[src/rtl/quad_root_arbiter_if.sv]
// quad_root_arbiter_if: request, solver and result buses of the quad_root arbiter.
// The arbiter takes the slave view; the surrounding environment takes the master view.
interface quad_root_arbiter_if #(
  parameter int N_CH       = 4,
  parameter int CH_BITS    = 2,
  parameter int DIN_WIDTH  = 16,
  parameter int DOUT_WIDTH = 8
);
  // requester side
  logic [N_CH*DIN_WIDTH-1:0] s_b;
  logic [N_CH*DIN_WIDTH-1:0] s_c;
  logic [N_CH-1:0]           s_valid;
  logic [N_CH-1:0]           s_ready;
  // solver side
  logic [DIN_WIDTH-1:0]      root_b;
  logic [DIN_WIDTH-1:0]      root_c;
  logic                      root_valid;
  logic [DOUT_WIDTH-1:0]     root_x1;
  logic [DOUT_WIDTH-1:0]     root_x2;
  logic                      root_dout_valid;
  // result side
  logic [DOUT_WIDTH-1:0]     m_x1;
  logic [DOUT_WIDTH-1:0]     m_x2;
  logic [CH_BITS-1:0]        m_ch;
  logic                      m_valid;
  logic                      m_complex;
  logic                      sync_err;

  modport master (
    output s_b, s_c, s_valid,
    input  s_ready,
    input  root_b, root_c, root_valid,
    output root_x1, root_x2, root_dout_valid,
    input  m_x1, m_x2, m_ch, m_valid, m_complex, sync_err
  );

  modport slave (
    input  s_b, s_c, s_valid,
    output s_ready,
    output root_b, root_c, root_valid,
    input  root_x1, root_x2, root_dout_valid,
    output m_x1, m_x2, m_ch, m_valid, m_complex, sync_err
  );
endinterface

[src/rtl/quad_root_arbiter.sv]
// quad_root_arbiter: round-robin front end sharing one quad_root solver between
// N_CH requesters. Each issue's channel rides a fixed-latency tag line so the
// solver output can be returned tagged; a missing solver output marks the
// result complex, an untagged one raises sticky sync_err.
module quad_root_arbiter #(
  parameter int N_CH         = 4,
  parameter int CH_BITS      = 2,
  parameter int DIN_WIDTH    = 16,
  parameter int DOUT_WIDTH   = 8,
  parameter int ROOT_LATENCY = 9
) (
  input  logic               clk,
  input  logic               rst,
  quad_root_arbiter_if.slave bus
);

  localparam int IDX_BITS = CH_BITS + 1;
  localparam int CNT_BITS = $clog2(ROOT_LATENCY + 2);
  localparam logic [CNT_BITS-1:0] SUPPRESS_LOAD = CNT_BITS'(ROOT_LATENCY + 1);
  localparam logic [CH_BITS-1:0]  LAST_CH       = CH_BITS'(N_CH - 1);
  localparam logic [N_CH-1:0]     ONE_HOT0      = N_CH'(1);

  // arbitration
  logic [CH_BITS-1:0]    ptr_r;
  logic [IDX_BITS-1:0]   raw_s;
  logic [IDX_BITS-1:0]   cand_s;
  logic                  hit_s;
  logic                  found_s;
  logic [CH_BITS-1:0]    sel_s;
  logic [N_CH-1:0]       grant_s;
  logic                  xfer_s;
  logic [CH_BITS-1:0]    next_ptr_s;

  // issue registers
  logic [DIN_WIDTH-1:0]  root_b_r;
  logic [DIN_WIDTH-1:0]  root_c_r;
  logic                  root_valid_r;
  logic [CH_BITS-1:0]    root_ch_r;

  // tag line, index ROOT_LATENCY-1 is the head
  logic [ROOT_LATENCY-1:0]              tag_vld_r;
  logic [ROOT_LATENCY-1:0][CH_BITS-1:0] tag_ch_r;
  logic                                 head_vld_s;
  logic [CH_BITS-1:0]                   head_ch_s;

  // result registers and post-reset suppress window
  logic [CNT_BITS-1:0]   suppress_r;
  logic                  dout_seen_s;
  logic [DOUT_WIDTH-1:0] m_x1_r;
  logic [DOUT_WIDTH-1:0] m_x2_r;
  logic [CH_BITS-1:0]    m_ch_r;
  logic                  m_valid_r;
  logic                  m_complex_r;
  logic                  sync_err_r;

  // Round-robin pick: first requesting channel at or above ptr, wrapping at N_CH.
  always_comb begin
    raw_s   = '0;
    cand_s  = '0;
    hit_s   = 1'b0;
    found_s = 1'b0;
    sel_s   = '0;
    for (int k = 0; k < N_CH; k++) begin
      raw_s   = {1'b0, ptr_r} + IDX_BITS'(k);
      cand_s  = (raw_s >= IDX_BITS'(N_CH)) ? (raw_s - IDX_BITS'(N_CH)) : raw_s;
      hit_s   = !found_s && bus.s_valid[cand_s[CH_BITS-1:0]];
      sel_s   = hit_s ? cand_s[CH_BITS-1:0] : sel_s;
      found_s = found_s | hit_s;
    end
    grant_s = found_s ? (ONE_HOT0 << sel_s) : '0;
  end

  assign bus.s_ready = rst ? '0 : grant_s;
  assign xfer_s      = found_s & ~rst;
  assign next_ptr_s  = (sel_s == LAST_CH) ? '0 : (sel_s + CH_BITS'(1));

  // Advance the pointer past the served channel and register the issue to the solver.
  always_ff @(posedge clk) begin
    if (rst) begin
      ptr_r        <= '0;
      root_b_r     <= '0;
      root_c_r     <= '0;
      root_valid_r <= 1'b0;
      root_ch_r    <= '0;
    end else if (xfer_s) begin
      ptr_r        <= next_ptr_s;
      root_b_r     <= bus.s_b[sel_s*DIN_WIDTH +: DIN_WIDTH];
      root_c_r     <= bus.s_c[sel_s*DIN_WIDTH +: DIN_WIDTH];
      root_valid_r <= 1'b1;
      root_ch_r    <= sel_s;
    end else begin
      root_valid_r <= 1'b0;
    end
  end

  assign bus.root_b     = root_b_r;
  assign bus.root_c     = root_c_r;
  assign bus.root_valid = root_valid_r;

  // Shift {valid, channel} of each cycle's issue so the head meets the solver output.
  always_ff @(posedge clk) begin
    if (rst) begin
      tag_vld_r <= '0;
      tag_ch_r  <= '0;
    end else begin
      tag_vld_r <= {tag_vld_r[ROOT_LATENCY-2:0], root_valid_r};
      tag_ch_r  <= {tag_ch_r[ROOT_LATENCY-2:0], root_ch_r};
    end
  end

  assign head_vld_s  = tag_vld_r[ROOT_LATENCY-1];
  assign head_ch_s   = tag_ch_r[ROOT_LATENCY-1];
  // solver residue from before a reset is ignored until the window closes
  assign dout_seen_s = bus.root_dout_valid && (suppress_r == '0);

  // Retire the head: deliver the result, mark a dropped issue complex, or flag an untagged output.
  always_ff @(posedge clk) begin
    if (rst) begin
      suppress_r  <= SUPPRESS_LOAD;
      m_x1_r      <= '0;
      m_x2_r      <= '0;
      m_ch_r      <= '0;
      m_valid_r   <= 1'b0;
      m_complex_r <= 1'b0;
      sync_err_r  <= 1'b0;
    end else begin
      suppress_r <= (suppress_r != '0) ? (suppress_r - CNT_BITS'(1)) : suppress_r;
      if (head_vld_s) begin
        m_valid_r <= 1'b1;
        m_ch_r    <= head_ch_s;
        if (dout_seen_s) begin
          m_complex_r <= 1'b0;
          m_x1_r      <= bus.root_x1;
          m_x2_r      <= bus.root_x2;
        end else begin
          m_complex_r <= 1'b1;
          m_x1_r      <= '0;
          m_x2_r      <= '0;
        end
      end else begin
        m_valid_r   <= 1'b0;
        m_complex_r <= 1'b0;
        sync_err_r  <= sync_err_r | dout_seen_s;
      end
    end
  end

  assign bus.m_x1      = m_x1_r;
  assign bus.m_x2      = m_x2_r;
  assign bus.m_ch      = m_ch_r;
  assign bus.m_valid   = m_valid_r;
  assign bus.m_complex = m_complex_r;
  assign bus.sync_err  = sync_err_r;

endmodule

[src/flat_wrapper.sv]
// flat-port wrapper written by rule: the top's interface ports become plain ports
module quad_root_arbiter_flat 
#(
  parameter int N_CH         = 4,
  parameter int CH_BITS      = 2,
  parameter int DIN_WIDTH    = 16,
  parameter int DOUT_WIDTH   = 8,
  parameter int ROOT_LATENCY = 9
)
  (clk, rst, bus_s_b, bus_s_c, bus_s_valid, bus_s_ready, bus_root_b, bus_root_c, bus_root_valid, bus_root_x1, bus_root_x2, bus_root_dout_valid, bus_m_x1, bus_m_x2, bus_m_ch, bus_m_valid, bus_m_complex, bus_sync_err);
  quad_root_arbiter_if #(.N_CH(N_CH), .CH_BITS(CH_BITS), .DIN_WIDTH(DIN_WIDTH), .DOUT_WIDTH(DOUT_WIDTH)) bus_i ();
  input  logic clk;
  input  logic rst;
  input wire logic [$bits(bus_i.s_b)-1:0] bus_s_b;
  input wire logic [$bits(bus_i.s_c)-1:0] bus_s_c;
  input wire logic [$bits(bus_i.s_valid)-1:0] bus_s_valid;
  output wire logic [$bits(bus_i.s_ready)-1:0] bus_s_ready;
  output wire logic [$bits(bus_i.root_b)-1:0] bus_root_b;
  output wire logic [$bits(bus_i.root_c)-1:0] bus_root_c;
  output wire logic [$bits(bus_i.root_valid)-1:0] bus_root_valid;
  input wire logic [$bits(bus_i.root_x1)-1:0] bus_root_x1;
  input wire logic [$bits(bus_i.root_x2)-1:0] bus_root_x2;
  input wire logic [$bits(bus_i.root_dout_valid)-1:0] bus_root_dout_valid;
  output wire logic [$bits(bus_i.m_x1)-1:0] bus_m_x1;
  output wire logic [$bits(bus_i.m_x2)-1:0] bus_m_x2;
  output wire logic [$bits(bus_i.m_ch)-1:0] bus_m_ch;
  output wire logic [$bits(bus_i.m_valid)-1:0] bus_m_valid;
  output wire logic [$bits(bus_i.m_complex)-1:0] bus_m_complex;
  output wire logic [$bits(bus_i.sync_err)-1:0] bus_sync_err;
  assign bus_i.s_b = bus_s_b;
  assign bus_i.s_c = bus_s_c;
  assign bus_i.s_valid = bus_s_valid;
  assign bus_s_ready = bus_i.s_ready;
  assign bus_root_b = bus_i.root_b;
  assign bus_root_c = bus_i.root_c;
  assign bus_root_valid = bus_i.root_valid;
  assign bus_i.root_x1 = bus_root_x1;
  assign bus_i.root_x2 = bus_root_x2;
  assign bus_i.root_dout_valid = bus_root_dout_valid;
  assign bus_m_x1 = bus_i.m_x1;
  assign bus_m_x2 = bus_i.m_x2;
  assign bus_m_ch = bus_i.m_ch;
  assign bus_m_valid = bus_i.m_valid;
  assign bus_m_complex = bus_i.m_complex;
  assign bus_sync_err = bus_i.sync_err;
  quad_root_arbiter #(.N_CH(N_CH), .CH_BITS(CH_BITS), .DIN_WIDTH(DIN_WIDTH), .DOUT_WIDTH(DOUT_WIDTH), .ROOT_LATENCY(ROOT_LATENCY)) u_core (.clk(clk), .rst(rst), .bus(bus_i));
endmodule
[config.mk]
export PLATFORM = sky130hd
export DESIGN_NAME = quad_root_arbiter_flat
export DESIGN_NICKNAME = d
export VERILOG_FILES = /design/src/rtl/quad_root_arbiter_if.sv /design/src/rtl/quad_root_arbiter.sv /design/src/flat_wrapper.sv
export SDC_FILE = /design/constraint.sdc
export NUM_CORES = 1
export LEC_CHECK = 0
export ABC_AREA = 1
export BUFFER_PORTS_ARGS = -buffer_cell sky130_fd_sc_hd__buf_2
export CAP_MARGIN = 40
export CORE_MARGIN = 3
export CORE_UTILIZATION = 46
export DETAILED_ROUTE_END_ITERATION = 8
export PLACE_DENSITY = 0.8
export SETUP_SLACK_MARGIN = 0.5
export SLEW_MARGIN = 25
export SYNTH_ARGS = -nofsm -noshare
export SYNTH_HDL_FRONTEND = slang
export SYNTH_SLANG_ARGS = --single-unit
export TNS_END_PERCENT = 10
[constraint.sdc]
create_clock -name clk -period 2.75 [get_ports clk]
set_input_delay 0.4125 -clock clk [delete_from_list [all_inputs] [get_ports clk]]
set_output_delay 0.4125 -clock clk [all_outputs]
set_load 0.02 [all_outputs]
; After elaboration in Yosys (flattened, before gate mapping)
; Index checks and enable logic that the tools add are counted.
; Widths: inputs -> output; s select.
[word_totals]
output_inout_bits = 58
reg_bits = 89
elab_cells = 84
inputBits = 151
[op_classes]
n_addsub = 9
n_bitwise = 7
eq_ne = 1
n_mux = 24
shift = 3
magnitude_cmp = 8
n_reduce_logical = 10
[op_table]
columns = cell, count
row1 = $shiftx 64x7->16, 2
row2 = $mux 2, 9
row3 = $mux 8, 2
row4 = $lt 2x3->1 const B, 4
row5 = $ge 3x3->1 const B, 3
row6 = $bmux 1 s2, 4
row7 = $mux 4, 2
row8 = $sub 2x1->2 const B, 4
row9 = $mux 1, 7
row10 = $add 2x2->3 const B, 2
row11 = $logic_and 1x1->1, 4
row12 = $logic_not 4->1, 1
row13 = $or 1x1->1, 4
row14 = $reduce_bool 4->1, 1
row15 = $shl 1x2->4 const A, 1
row16 = $sub 4x1->4 const B, 1
row17 = $add 2x1->3 const B, 1
row18 = $ge 2x3->1 const B, 1
row19 = $logic_not 1->1, 3
row20 = $add 2x1->2 const B, 1
row21 = $eq 2x2->1 const B, 1
row22 = $not 1->1, 2
row23 = $reduce_or 2->1, 1
row24 = $and 1x1->1, 1

; Depth between registers and ports, before layout
; Gate-level depths: netlist (run 1).
[depth]
ltp_word = 16
mapped_depth = 16
mapped_depth_nobuf = 14

; Worst setup path before layout (run 1)
; Ideal clock, no wire load.
[synth_path]
path_kind = register to output
start = reg u_core.ptr_r[0]
end = out bus_s_ready[3]
slack_ps = 511
arrival_time_ps = 1827
required_ps = 2338
path_buffers = 2
stages_incl_launch_ff = 15
path_cell_list = dfxtp_1 > buf_6 > inv_6 > nand2_1 > nand2_1 > nand2_1 > nand2_1 > nand2_1 > nand3_1 > nand3_2 > inv_2 > buf_2 > ha_1 > inv_1 > nor2_1
[synth_between]
elab_chain_len = 16
elab_cells_between_ends = 39
cone_classes = add/sub: 7 / order compare: 4 / shift: 1 / mux: 18 / bitwise: 3 / reduce/logical: 6
[synth_rtl]
columns = element, line_no
row1 = start: declaration, quad_root_arbiter.sv:24  ; logic [CH_BITS-1:0] ptr_r;
row2 = start signal: assignment, quad_root_arbiter.sv:86  ; ptr_r <= next_ptr_s;
row3 = $add 2x1->3 (tied with other cells), quad_root_arbiter.sv:64  ; raw_s = {1'b0, ptr_r} + IDX_BITS'(k);
row4 = $ge 3x3->1 (tied with other cells), quad_root_arbiter.sv:65  ; cand_s = (raw_s >= IDX_BITS'(N_CH)) ? (raw_s - IDX_BITS'(N_CH)) : raw_s;
row5 = $mux 2 or $bmux 1 s2 (tied branches), "quad_root_arbiter.sv:65, quad_root_arbiter.sv:66"
row6 = $bmux 1 s2 or $mux 1 (tied branches), quad_root_arbiter.sv:66  ; hit_s = !found_s && bus.s_valid[cand_s[CH_BITS-1:0]];
row7 = $mux 1 (not written as such) or $logic_not 1->1 (tied branches), quad_root_arbiter.sv:66
row8 = $logic_and 1x1->1, quad_root_arbiter.sv:66
row9 = $or 1x1->1, quad_root_arbiter.sv:68  ; found_s = found_s | hit_s;
row10 = $logic_not 1->1, quad_root_arbiter.sv:66
row11 = $logic_and 1x1->1, quad_root_arbiter.sv:66
row12 = $or 1x1->1, quad_root_arbiter.sv:68
row13 = $logic_not 1->1, quad_root_arbiter.sv:66
row14 = $logic_and 1x1->1, quad_root_arbiter.sv:66
row15 = $mux 2, quad_root_arbiter.sv:67  ; sel_s = hit_s ? cand_s[CH_BITS-1:0] : sel_s;
row16 = $shl 1x2->4, quad_root_arbiter.sv:70  ; grant_s = found_s ? (ONE_HOT0 << sel_s) : '0;
row17 = $mux 4 *, quad_root_arbiter.sv:70
row18 = $mux 4 *, quad_root_arbiter.sv:73  ; assign bus.s_ready = rst ? '0 : grant_s;
row19 = end: declaration, flat_wrapper.sv:17  ; output wire logic [$bits(bus_i.s_ready)-1:0] bus_s_ready;
; Every way passes the cells marked *; elsewhere a longest branch is shown, timed or not. The select of a mux whose other input is x is not followed.

; Worst setup path in the final report (run 1)
; Ends and elaborated chain as after synthesis.

==> reports/results.txt, run 1 <==
The run finished with clean final reports. The tools report the final clock skew as 0.00978 ns. The standard cell with the maximum stage delay on the critical path is sky130_fd_sc_hd__dfxtp_4.

At the pin with the least slew margin, the transition time is 0.534 ns. Input and output buffers added on the ports amount to 208. The tools report the count of final setup violators as 0.

For the post-synthesis cell area, the log shows 4210 µm². The number of antenna violations at the first check in global routing came out at 0. The Yosys step of the flow raised 0 warnings. The required time at the endpoint of the critical path came out at 2.34 ns.

The count of nets left with antenna violations once routing finished came out at 0. Kind of end point of the critical path: an output port. For the count of filler cells inserted in the layout, the log shows 765. The worst flop-to-flop path endpoint is u_core.ptr_r[1]. The area share of the leading cell type in the synthesized netlist is 0.423.

The tools report the count of hold buffers inserted by post-cts repair as 0. The startpoint-to-endpoint class of the critical path is register to output port. Counting every instance in the synthesized netlist gives 635. Part of the Yosys area used for sequential elements: 0.423. The cell that appears most often on the critical path is sky130_fd_sc_hd__nand2_2. The library cells used most frequently in the layout, excluding fill and tap cells, are sky130_fd_sc_hd__buf_2, sky130_fd_sc_hd__nand2_1, sky130_fd_sc_hd__nand3_1, sky130_fd_sc_hd__dfxtp_1, sky130_fd_sc_hd__inv_1. Once detailed placement completed, the half-perimeter wirelength came to 8.92 mm. The run gives 0 as the total count of hold-check failures in the final report. After global routing the overflow that remains totals 0. The tools report the beginning of the worst register-to-register path as u_core.ptr_r[0]. The routed layout has 4,763 vias. The proportion of layout cells with a drive suffix above 1 was 0.352. Traced cell by cell, the critical path runs through buf_6, nand2_2, nand2_4, nand2_2, nand2_2, nor2_4, nand3_4, nand3_4, inv_4, ha_4, inv_2, nor2_4, buf_6. The finished cells cover 5850 µm².

At the end of routability-driven placement, the weighted congestion stood at 0.901. In the final design database the tool counted 993 nets. Average wire per standard cell: 13.3 µm.

The first global-routing pass estimated 20.3 mm of wire. The logs give 0 for the DRC violations left and 0.55 ns for the register-to-register path setup slack. The wire length after detailed routing was 12.6 mm. The flip-flop and latch count after synthesis was 89; the post-synthesis to final-layout area growth was 38.8%. Based on the critical path, the design can be clocked at up to 420 MHz.

The worst stage delay on the critical path was 0.39 ns; the distinct cell type count after synthesis was 25. For the worst setup path, the data arrival time is 1.97 ns. The die is 102 µm tall.

In this run the mean area of a mapped cell was 6.63 µm². Counting instances, the worst hold path has a depth of 3. The worst max-slew margin expressed relative to the limit was 0.644. Leaving out fill and tap cells, the most frequent cell in the layout is sky130_fd_sc_hd__buf_2.

The critical path contains buffers and inverters numbering 4 combined. The area used by sequential logic in the layout was 1790 µm². The startpoint identified for the worst hold timing path is bus_root_x1[3]. By area the synthesized netlist is led by sky130_fd_sc_hd__dfxtp_1, sky130_fd_sc_hd__nand2_1, sky130_fd_sc_hd__nand3_1, sky130_fd_sc_hd__inv_1, sky130_fd_sc_hd__nor2_1. For the worst-skew pair, the clock arrives at the later sink with an insertion delay of 0.34 ns.

The via density per instance works out to 5.01. The clock tree synthesis step divided the H-tree into 3 levels. The number of buffers on the longest clock path is 2, and the leakage power is 3.06 nW. After floorplanning, the core was divided into 34 placement rows. The maximum vdd ir drop is 0.780 mV, and the final-layout setup total negative slack is 0 ns.

The minimum clock period works out to 2.38 ns. The iteration-0 DRC count of the detailed router was 213. TritonCTS built the clock tree.

The logs give 0 for the count of inserted antenna diode cells and 0.478 for the starting density of the core. Measured along the x axis, the die boundary spans 102 µm. Setup repair after global routing could not meet its margin everywhere. The run gives 0.241 as the overall fraction of global-route tracks in use. The worst hold path terminates at u_core.bus.m_x1[3]. In this run the worst hold path is classified as input port to register. The reported max-cap violation count is 0, and the area inside the core boundary is 8810 µm².

Of all nets on the critical path, the largest fanout is 6. For the final-report max-slew violation count, the log shows 0. In this run the count of I/O pins placed on the die edge is 209. The number of clock buffers added by TritonCTS is 9. Grouping stages by cell kind, the critical path spends the most delay in simple AND/OR/NAND/NOR gates.

The timing startpoint of the critical path is u_core.ptr_r[0]. For this design the ratio of total power to cell area is 1260 nW/µm². After clock tree synthesis, the clock-pin slew on the worst setup and hold paths is 0.09 ns.

Entering global routing, the biggest net connects 65 pins. The post-synth net total was 789; the worst reg-to-reg path cell count was 14. The part of the cycle the worst path needs is 0.865. For this run, the detailed router's first-pass iteration total came to 5. The cell area reported after detailed placement was 5250 µm²; the die area was 10,300 µm². Type of origin of the critical path: a register. The clock drives 89 sinks.

The via count of the first global-routing pass is 4,514. The tools report the clock tree root buffer cell as sky130_fd_sc_hd__clkbuf_8. Multi-input combinational cell area: 2190 µm².

The biggest area contributor in the post-synthesis netlist is sky130_fd_sc_hd__dfxtp_1.
==> cell usage after synthesis <==
cell	n
sky130_fd_sc_hd__inv_2	2
sky130_fd_sc_hd__clkbuf_1	18
sky130_fd_sc_hd__o21ai_0	23
sky130_fd_sc_hd__dfxtp_1	89
sky130_fd_sc_hd__xnor2_1	1
sky130_fd_sc_hd__o211ai_1	1
sky130_fd_sc_hd__buf_6	8
sky130_fd_sc_hd__clkinv_1	2
sky130_fd_sc_hd__nor2_2	1
sky130_fd_sc_hd__xor2_1	1
sky130_fd_sc_hd__a21oi_1	19
sky130_fd_sc_hd__a31oi_1	1
sky130_fd_sc_hd__ha_1	3
sky130_fd_sc_hd__nand3_2	3
sky130_fd_sc_hd__nand3_1	134
sky130_fd_sc_hd__a211oi_1	1
sky130_fd_sc_hd__inv_1	50
sky130_fd_sc_hd__buf_1	1
sky130_fd_sc_hd__nor2_1	39
sky130_fd_sc_hd__nand2_1	218
sky130_fd_sc_hd__inv_6	1
sky130_fd_sc_hd__nor3_1	3
sky130_fd_sc_hd__buf_2	13
sky130_fd_sc_hd__nand4_1	2
sky130_fd_sc_hd__o21a_1	1
==> worst min-delay path: stages <==
cell and delay [ns]:
sky130_fd_sc_hd__buf_2 0.09, sky130_fd_sc_hd__nand2_1 0.05, sky130_fd_sc_hd__a21oi_1 0.05
==> per-layer routing <==
| metal | up-vias | wire, µm | GRT usage | share of wire |
|---|---|---|---|---|
| met1 | 2140 | 4910 | 0.278 | 0.39 |
| met2 | 176 | 6690 | 0.448 | 0.53 |
| li1 | 2423 | - | - | - |
| met3 | 24 | 805 | 0.0413 | 0.064 |
| met4 | 0 | 240 | 0.0808 | 0.019 |
| met5 | - | 0 | 0 | 0 |
==> worst max-delay path by stage <==
| stage | slack, ns | to | cells after the start |
|---|---|---|---|
| CTS | 0.42 | bus_s_ready[2] | 12 |
| global route | 0.28 | bus_s_ready[3] | 14 |
| finish | 0.37 | bus_s_ready[3] | 13 |
| detailed placement | 0.23 | bus_s_ready[2] | 12 |
| global placement | 0.39 | bus_s_ready[2] | 12 |
| floorplan | 0.51 | bus_s_ready[3] | 14 |
==> flip-flops by register name, summed over array words and instances (netlist names) <==
signal,count
u_core.bus.root_c,16
u_core.bus.root_valid,1
u_core.tag_vld_r,9
u_core.tag_ch_r,16
u_core.bus.m_x2,8
u_core.bus.m_complex,1
u_core.bus.sync_err,1
u_core.suppress_r,4
u_core.root_ch_r,2
u_core.bus.m_valid,1
u_core.head_ch_s,2
u_core.bus.root_b,16
u_core.bus.m_ch,2
u_core.bus.m_x1,8
u_core.ptr_r,2
==> timing repair <==
item                                    4_1_cts  5_1_grt
pin swaps                                    22       10
gates resized for setup                      53       23
endpoints found under the setup margin       35       37
buffers inserted                             14        2
==> area by class of cell <==
cell class | instances | area share
sequential | 89 | 0.306
tap | 108 | 0.0231
clock buffer | 9 | 0.0212
multi-input combinational | 451 | 0.375
timing repair buffer | 233 | 0.221
inverter | 55 | 0.0379
clock inverter | 6 | 0.0158
==> report_power, final <==
part | total [mW] | internal [mW] | switching (mW)
combinational | 4.66 | 1.69 | 2.98
clock | 0.962 | 0.512 | 0.450
sequential | 1.73 | 1.58 | 0.153
==> through the flow <==
stage / std cells / utilization / setup slack, ns / power [mW] / hold WS [ns]
final: 951 / 0.664 / 0.371 / 7.35 / 0.308
after global routing: 951 / 0.664 / 0.280 / 7.98 / 0.293
after CTS: 949 / 0.653 / 0.421 / 7.08 / 0.294
after detailed placement: 920 / 0.596 / 0.232 / 5.58 / 0.395
after global placement: 919 / 0.594 / 0.391 / 5.47 / 0.391
after floorplan: 635 / - / 0.511 / 4.85 / 0.388
==> cells by family (layout without fill, tap and decap cells) <==
family                     after synthesis  after routing  share of synthesized area
and+or+nand+nor                        400            400                      0.403
buffers and inverters                   95            303                      0.104
xor gates and xnor gates                 2              2                    0.00416
DFF                                     89             89                      0.423
adders and majority gates                3              3                    0.00891
AOI/OAI and AO/OA                       46             46                     0.0567
Power figures use the tool's default switching activity.
==> run 2, diff against run 1 <==
--- a/config.mk
+++ b/config.mk
@@ -12,6 +12,7 @@
 export CORE_UTILIZATION = 46
 export DETAILED_ROUTE_END_ITERATION = 8
 export PLACE_DENSITY = 0.8
+export RECOVER_POWER = 50
 export SETUP_SLACK_MARGIN = 0.5
 export SLEW_MARGIN = 25
 export SYNTH_ARGS = -nofsm -noshare
==> reports/results.txt, run 2 (synthesis gave the netlist of run 1 again) <==
Proportion of layout cells with a drive suffix above 1: 0.302 (was 0.352). The number of buffers inserted during clock tree synthesis was 9 (unchanged). The tools report the number of buffers on the longest clock path as 2 (unchanged). Launch point of the worst hold path: bus_root_x1[3] (unchanged). The tools report the DRC violations left as 0 (unchanged). The insertion delay of the later-clocked pin in the worst-skew pair is 0.34 ns (about the same).

The fraction of the core area covered by cells at the end of the flow is 0.657 (was 0.664). The tools report the maximum vdd ir drop as 0.783 mV (was 0.780 mV). The tools report the beginning of the worst register-to-register path as u_core.ptr_r[0] (unchanged).

The iteration-0 DRC count of the detailed router is 200 (was 213), and the count of hold buffers inserted by post-cts repair is 0 (unchanged). The boundary pin count is 209 (unchanged), and the global-route congestion overflow total is 0 (unchanged). Setup repair after global routing could not meet its margin everywhere. The instance count after placement with tap cells included was 920 (unchanged). The worst min-delay path class is input port to register (unchanged). The run gives 20.3 mm (unchanged) as the wire length of the first global-routing pass.

Wire length after detailed routing: 12.7 mm (was 12.6 mm). Highest-count cells in the layout ignoring fill and taps: sky130_fd_sc_hd__nand2_1, sky130_fd_sc_hd__buf_2, sky130_fd_sc_hd__nand3_1, sky130_fd_sc_hd__dfxtp_1, sky130_fd_sc_hd__inv_1 (was sky130_fd_sc_hd__buf_2, sky130_fd_sc_hd__nand2_1, sky130_fd_sc_hd__nand3_1, sky130_fd_sc_hd__dfxtp_1, sky130_fd_sc_hd__inv_1). The power per standard cell area is 1260 nW/µm² (about the same).

The run gives 0.0108 ns (was 0.00978 ns) as the final clock skew. The number of optimization iterations in the first detailed-route pass is 5 (unchanged). The number of antenna violations at the first check in global routing was 0 (unchanged); the number of standard cells in the final layout excluding fillers was 951 (unchanged). For the worst max-slew margin expressed relative to the limit, the log shows 0.209 (was 0.644). The clock tree root buffer cell is sky130_fd_sc_hd__clkbuf_8 (unchanged). The tools report the deepest level of the CTS H-tree as 3 (unchanged).

Weighted congestion at the end of routability-driven global placement: 0.901 (unchanged). The final-report max-slew violation count was 0 (unchanged); the clock slew at the register clock pins of the worst setup and hold paths was 0.09 ns (about the same). The run gives 0 (unchanged) as the count of final setup violators. The count of filler cells inserted in the layout was 795 (was 765); the number of rows in the core area was 34 (unchanged).

The tools report the kind of end point of the critical path as an output port (unchanged). The x dimension of the die was 102 µm (unchanged); the required time at the endpoint of the critical path was 2.34 ns (about the same). Overall fraction of global-route tracks in use: 0.241 (unchanged).

The via count of the first global-routing pass was 4,514 (unchanged); the sink count of the clock tree was 89 (unchanged). The run finished with clean final reports. The via density per instance came out at 5.04 (was 5.01). The timing startpoint of the critical path was u_core.ptr_r[0] (unchanged).

TritonCTS built the clock tree. The minimum clock period was 2.38 ns (about the same). Type of origin of the critical path: a register (unchanged). The startpoint-to-endpoint class of the critical path is register to output port (unchanged). Starting density of the core: 0.478 (unchanged).

The final-layout setup total negative slack came out at 0 ns (unchanged). For the leakage power, the log shows 2.89 nW (was 3.06 nW). For the area inside the core boundary, the log shows 8810 µm² (unchanged). The die area was 10,300 µm² (unchanged); the count of nets left with antenna violations after detail routing was 0 (unchanged). The run gives 0 (unchanged) as the reported max-cap violation count. The part of the cycle the worst path needs works out to 0.866 (was 0.865). The pin count of the biggest net entering global routing was 65 (unchanged); the number of port buffers was 208 (unchanged).

The height of the die came out at 102 µm (unchanged). The average wire per standard cell was 13.3 µm (about the same); the post-synthesis to final-layout area growth was 37.4% (was 38.8%). The run gives 0 (unchanged) as the total count of hold-check failures in the final report.

The critical-path maximum fanout is 6 (unchanged), and the HPWL after detailed placement is 8.92 mm (unchanged). The run gives 4,792 (was 4,763) as the vias after detailed routing. The logs give 993 (unchanged) for the net count of the finished layout and 420 MHz (about the same) for the peak clock frequency supported by timing. The most common cell after layout, fill and taps aside is sky130_fd_sc_hd__nand2_1 (was sky130_fd_sc_hd__buf_2).

The pin slew with the least headroom to its limit came out at 1.19 ns (was 0.534 ns). For the critical path data arrival time, the log shows 1.97 ns (about the same). The count of inserted antenna diode cells was 0 (unchanged).
run 2: changes by cell type in the layout (fill, tap and decap cells not counted), sizes merged:
cell / before / now
buf: 233 / 190
clkbuf: 9 / 52
run 2: per-layer routing:
layer	global-route usage	wire length [µm]
met5	0	0
met2	0.448	6670
met1	0.278	4890
met3	0.0413	896
met4	0.0808	237
run 2: power breakdown:
group	internal [mW]	switching, mW
sequential	1.57	0.156
combinational	1.65	2.98
clock	0.512	0.452
run 2: what timing repair did:
item,4_1_cts,5_1_grt
pin swaps,22,10
setup buffers,14,2
endpoints found under the setup margin,35,37
endpoints found under the hold margin,0,0
gates resized for setup,53,23
run 2: metrics by stage:
stage / setup WS [ns] / power [mW] / cell area [µm²] / hold WS [ns]
floorplan: 0.511 / 4.85 / 4210 / 0.388
global placement: 0.391 / 5.47 / 5240 / 0.391
detailed placement: 0.232 / 5.58 / 5250 / 0.395
CTS: 0.421 / 7.08 / 5750 / 0.294
global route: 0.280 / 7.95 / 5790 / 0.293
finish: 0.370 / 7.32 / 5790 / 0.307
run 2: worst max-delay path, stage by stage (launching register included):
cell	delay, ns
sky130_fd_sc_hd__dfxtp_4	0.39
sky130_fd_sc_hd__buf_6	0.14
sky130_fd_sc_hd__nand2_2	0.08
sky130_fd_sc_hd__nand2_4	0.07
sky130_fd_sc_hd__nand2_2	0.07
sky130_fd_sc_hd__nand2_2	0.06
sky130_fd_sc_hd__nor2_4	0.17
sky130_fd_sc_hd__nand3_4	0.14
sky130_fd_sc_hd__nand3_4	0.11
sky130_fd_sc_hd__inv_4	0.05
sky130_fd_sc_hd__ha_4	0.14
sky130_fd_sc_hd__inv_2	0.06
sky130_fd_sc_hd__nor2_4	0.04
sky130_fd_sc_hd__buf_6	0.12
run 2: worst paths after layout:
kind	to	slack, ns	cells after the start
hold / removal	u_core.bus.m_x1[3]	0.31	3
setup / recovery	bus_s_ready[3]	0.37	13
hold reg to reg	u_core.tag_ch_r[10]	0.40	2
setup reg to reg	u_core.ptr_r[1]	0.52	14
run 2: layout make-up:
cell class / count / area, µm² / area share
Clock buffer: 9 / 124 / 0.0214
Clock inverter: 6 / 92.6 / 0.0160
Inverter: 55 / 221 / 0.0383
Multi-Input combinational cell: 451 / 2190 / 0.379
Sequential cell: 89 / 1790 / 0.309
Tap cell: 108 / 135 / 0.0233
Timing Repair Buffer: 233 / 1230 / 0.213
